[config.mk]
export PLATFORM = sky130hd
export DESIGN_NAME = matrix_loader
export DESIGN_NICKNAME = d
export VERILOG_FILES = /design/src/rtl/matrix_loader.sv
export SDC_FILE = /design/constraint.sdc
export NUM_CORES = 1
export LEC_CHECK = 0
export ABC_AREA = 1
export CORE_MARGIN = 3
export CORE_UTILIZATION = 45
export DETAILED_ROUTE_END_ITERATION = 8
export SLEW_MARGIN = 30
export SYNTH_ARGS = -nofsm -noshare
export SYNTH_HDL_FRONTEND = slang
export SYNTH_SLANG_ARGS = --single-unit
[constraint.sdc]
create_clock -name clk -period 2.76 [get_ports clk]
set_input_delay 0.414 -clock clk [delete_from_list [all_inputs] [get_ports clk]]
set_output_delay 0.414 -clock clk [all_outputs]
set_load 0.01 [all_outputs]
[src/rtl/matrix_loader.sv]
// 64-byte signed matrix buffer: sequential row-major load, two read ports.
// Optional running checksum enabled by defining LOADER_CHECKSUM_EN.
module matrix_loader #(
  parameter int ROW_LEN = 8
) (
  input  logic              clk,
  input  logic              rst_n,
  input  logic              start,
  input  logic              wr_valid,
  input  logic signed [7:0] wr_data,
  output logic              wr_ready,
  input  logic        [5:0] rd_addr_1,
  input  logic        [5:0] rd_addr_2,
  output logic signed [7:0] rd_data_1,
  output logic signed [7:0] rd_data_2,
  output logic              row_done,
  output logic              done,
  output logic        [7:0] checksum
);

  typedef enum logic [1:0] {
    IDLE,
    LOAD,
    FULL
  } state_t;

  localparam logic [5:0] ROW_MSK = 6'(ROW_LEN - 1);

  state_t            state;
  state_t            state_nxt;
  logic        [5:0] wr_ptr;
  logic              xfer;
  logic              last;
  logic signed [7:0] mem [64];

  assign wr_ready = (state == LOAD);
  assign done     = (state == FULL);
  assign xfer     = wr_valid && wr_ready && !start;
  assign last     = (wr_ptr == 6'd63);

  // State register
  always_ff @(posedge clk or negedge rst_n) begin
    if (!rst_n) state <= IDLE;
    else        state <= state_nxt;
  end

  // Next state: a new start always wins over a transfer
  always_comb begin
    state_nxt = state;
    unique case (1'b1)
      start:        state_nxt = LOAD;
      xfer && last: state_nxt = FULL;
      default:      ;
    endcase
  end

  // Write pointer and end-of-row pulse
  always_ff @(posedge clk or negedge rst_n) begin
    if (!rst_n) begin
      wr_ptr   <= '0;
      row_done <= 1'b0;
    end else begin
      row_done <= xfer && ((wr_ptr & ROW_MSK) == ROW_MSK);
      if (start)     wr_ptr <= '0;
      else if (xfer) wr_ptr <= wr_ptr + 6'd1;
    end
  end

  // Storage, never reset so a load survives an abandoned reload
  always_ff @(posedge clk) begin
    if (xfer) mem[wr_ptr] <= wr_data;
  end

  // Registered reads, old data on a same-address write
  always_ff @(posedge clk or negedge rst_n) begin
    if (!rst_n) begin
      rd_data_1 <= '0;
      rd_data_2 <= '0;
    end else begin
      rd_data_1 <= mem[rd_addr_1];
      rd_data_2 <= mem[rd_addr_2];
    end
  end

`ifdef LOADER_CHECKSUM_EN
  // Mod-256 sum of bytes accepted since the last start
  always_ff @(posedge clk or negedge rst_n) begin
    if (!rst_n)     checksum <= '0;
    else if (start) checksum <= '0;
    else if (xfer)  checksum <= checksum + wr_data;
  end
`else
  assign checksum = '0;
`endif

endmodule

== Word-level counts from Yosys, hierarchy flattened ==
Memories as Yosys holds them, arrays and structs flattened. A register that Yosys moved wholly into a read port is not among the register bits.
Cells that the tools add are included.
Operators by class
  muxes and demuxes: 5
  add/subtract/negate cells: 1
  reduce and logical (&&, ||, !) cells: 9
  equal/unequal tests: 4
Operator list (count)
  $mux 6: 2
  $add 6x1->6 const B: 1
  $eq 6x6->1 const B: 1
  $logic_and 1x1->1: 4
  $pmux 2 s2: 1
  $reduce_bool 2->1: 2
  $eq 3x3->1 const B: 1
  $logic_not 1->1: 3
  $eq 2x1->1 const B: 1
  $eq 2x2->1 const B: 1
  $mux 1: 2
Word-level totals
  input port bits: 24
  register bits: 9
  memories kept: 1
  RAM bits: 512
Memory list
  mem: words 64, width 8, rd ports 2, clocked after Yosys merged registers in 2, write ports 1, RTL line 34  | logic signed [7:0] mem [64];

== Logic depth before layout (Yosys ltp) ==
  depth after elaboration: 5
  gate-level depth with buffers: 12

== Worst setup path before layout ==
Ideal clock, no wire load.
  path kind: reg-to-reg
  start: register state[1]
  end: memory mem[55][0], enable pin
  clock period less this slack: 2257 ps
  arrival: 1862 ps
  cell stages (with the launch flop): 6
  buffers on the path: 0
  required time: 2365 ps
  slack: 503 ps
  cells stage by stage: dfrtp_1 -> nor2_4 -> nand2_4 -> nor3_4 -> clkinv_1 -> nor4_1
Between the ends
  word-level cells in the longest chain between the ends: 5
Ends and longest elaborated chain
  start: declaration: RTL line 29  | state_t state;
  start signal: assignment: RTL line 44  | else state <= state_nxt;
  $eq 2x1->1: RTL line 36  | assign wr_ready = (state == LOAD);
  named net wr_ready: RTL line 11  | output logic wr_ready,
  $logic_and 1x1->1 (2 in series): RTL line 38  | assign xfer = wr_valid && wr_ready && !start;
  $mux 1: RTL line 71  | if (xfer) mem[wr_ptr] <= wr_data;
  $mux 1 (not written as such): RTL line 71
  end: declaration: RTL line 34
The timed path passes the listed nets, and every way through them passes these cells.

== Worst setup path in the final report ==
  start: register wr_ptr[3]
  end: memory mem[34][7], enable pin
RTL lines
  start: declaration: RTL line 31  | logic [5:0] wr_ptr;
  start signal: assignment: RTL line 65  | else if (xfer) wr_ptr <= wr_ptr + 6'd1;
No word-level cell before the write port.

==> flow_metrics.tcl <==
set metrics [dict create \
    grt_max_degree 119 \
    worstPathRequired_ns 3.08 \
    slowest_delay_ns 0.55 \
    critPathLaunch "wr_ptr[3]$_DFFE_PN0P_" \
    seq_power_share 0.476 \
    setup_tns_ns 0 \
    max_slew_margin 0.3677 \
    synthCells 3079 \
    p_sw_frac 0.2572 \
    grt_antenna_before_repair 3 \
    avgSynthCellArea_um2 8.898 \
    vias 23420 \
    grt_usage 0.3048 \
    p_switching_w 0.004878 \
    synth_edf_count 512 \
    dp_hpwl_um 61100 \
    portBuffers 42 \
    cts_buffer_depth 3 \
    cp_slowest_cell "nor3_1" \
    drt_wl_total_um 98590 \
    post-route-period-util 0.8163 \
    initial_core_util 0.4599 \
    cts_tree "built" \
    max-vdd-ir-drop_v 0.0005473 \
    drt_iter0_drc 3256 \
    ys_ff_latch 537 \
    post_cts.repair.setup_buffers 0 \
    firstDrtPassIters 6 \
    syn-cell-area_mm2 0.02740 \
    cp_max_fo 11 \
    yosysWarnings 0 \
    grt.overflow.total 0 \
    synth_area_leaders "edfxtp_1 56%, nand2_1 18%, nand3_1 16%, dfrtp_1 2.3%, buf_2 2.2%" \
    arrival_ns 2.57 \
    p_clk_frac 0.416 \
    ys_top_cells_by_count "1315 x nand2_1, 866 x nand3_1, 512 x edfxtp_1, 121 x buf_2, 72 x nor2_1" \
    hold_path.class "input pin to asynchronous set/reset pin" \
    status "finished clean" \
    clk_latency_ns 0.64 \
    hold_viol_final 0 \
    nets 3128 \
    gp_congestion 0.9780 \
    fin_crit_ns 2.253 \
    die-height_um 252.7 \
    clk_pin_slew_ns 0.06 \
    crit_path_start_kind "flop" \
    drive_gt1_frac 0.08159 \
    comb_power_share 0.108 \
    fin_skew_ns 0.04274 \
    die_x_um 252.7 \
    cts_sinks 537 \
    tightest_slew_ns 0.9474 \
    max-cap-violations 0 \
    cts-buffers-inserted 58 \
    synth.most_common_cell "nand2_1" \
    htree_levels 2 \
    r2r-start "wr_ptr[3]$_DFFE_PN0P_" \
    rsz0062_at_grt "false" \
    cp_cell_sequence "nor3_1 -> nand2_1 -> nor2_1 -> buf_4" \
    syn_to_final_growth_pct 11.81 \
    hold-worst-slack_ns 0.1842 \
    synthFlopType "edfxtp_1" \
    path_class "flop to flop" \
    die-area_mm2 0.06388 \
    p_int_w 0.01408 \
    hold_buffers 0 \
    wl_per_cell_um 25.13 \
    yosysTopAreaCell "edfxtp_1" \
    grt_pass1_vias 21650 \
    power_density_mw_per_mm2 619.0 \
    place_ws_ns 0.3432 \
    ios 51 \
    finalWorstSetupSlack_ns 0.5069 \
    synth_top_area_share 0.5612 \
    yosys.cell_types.count 30 \
    drtAntennaViolNets 0 \
    n_antenna_cell 0 \
    slew_viol_final 0 \
    drc_errors 0 \
    cts-root-buf "clkbuf_16" \
    p_leak_nw 12.05 \
    std_cell_rows 89 \
    max_freq_mhz 443.8 \
    cp-end-kind "flop" \
    ctsResizeCount 0 \
    core_area_mm2 0.05958 \
    setup-violations-final 0 \
    ys_async_sr_fraction 0.04655 \
    seq_area_frac_synth 0.5840 \
    drt-vias-per-instance 5.970 \
    grt_pass1_wl_um 144800 \
    power.total_w 0.01896 \
]
stage by stage:
| step | instances | util | cell area, um2 |
|---|---|---|---|
| floorplan | 3086 | - | 27420 |
| global placement | 3815 | 0.4820 | 28720 |
| detailed placement | 3815 | 0.4820 | 28720 |
| CTS | 3923 | 0.5142 | 30630 |
| global route | 3923 | 0.5142 | 30630 |
| finish | 3923 | 0.5142 | 30630 |
metal layers:
layer / global-route usage / routed length (um) / vias up
met4: 0.1251 / 4284 / 2
met3: 0.05999 / 11310 / 225
met1: 0.4322 / 39530 / 11190
met5: 0 / 8 / -
li1: - / - / 10510
met2: 0.4611 / 43450 / 1491
layout by cell type, fill, tap and decap left out, types with 23 or more instances in the layout:
cell type and n:
nand2_1 1315, nand3_1 866, edfxtp_1 512, buf_4 114, nor2_1 72, clkbuf_16 59
buf_12 32, clkdlybuf4s50_1 28, dfrtp_1 25, inv_1 23
final timing paths:
kind | to | slack [ns] | cells after the start
setup / recovery | mem[34][7]$_DFFE_PP_ | 0.51 | 4
hold / removal | rd_data_1[0]$_DFF_PN0_ | 0.18 | 2
setup reg to reg | mem[34][7]$_DFFE_PP_ | 0.51 | 4
hold reg to reg | state[0]$_DFFE_PN0P_ | 0.55 | 1
max in group asynchronous | rd_data_2[4]$_DFF_PN0_ | 2.24 | 2
min in group clk | mem[54][1]$_DFFE_PP_ | 0.33 | 2
power by group through the flow:
stage | clock network (W) | logic, W | registers [W]
floorplan | 0 | 0.00115 | 0.00917
global placement | 0 | 0.00200 | 0.00919
detailed placement | 0 | 0.00200 | 0.00919
CTS | 0.00797 | 0.00200 | 0.00902
global route | 0.00832 | 0.00217 | 0.00902
finish | 0.00789 | 0.00204 | 0.00902
logic make-up after synthesis:
group,count (synthesis),share of synthesized area
other,1,0.0001369
flip-flops,537,0.5840
AO/OA/AOI/OAI,10,0.001964
adder cells (fa/ha/maj),2,0.0009133
AND/OR/NAND/NOR,2269,0.3523
buffers and inverters,260,0.06060
worst max-delay path, delay by kind of cell (launching register included):
kind	cells	cell delay, ns
AND/OR/NAND/NOR	3	1.23
flip-flops	1	0.52
buffers and inverters	1	0.20
registers in the layout (all words and copies together), names as in the netlist:
signal and count:
rd_data_1 8, wr_ptr 6, mem 512, state 2, row_done 1, rd_data_2 8
area by class of cell:
cell class / instances / area [um2]
multi-input combinational: 2289 / 9762
sequential: 537 / 16000
clock inverter: 40 / 405.4
inverter: 30 / 132.6
tap: 773 / 967.2
timing repair buffer: 186 / 1854
clock buffer: 68 / 1510
fill: 5408 / 28940
Power figures use the tool's default switching activity.
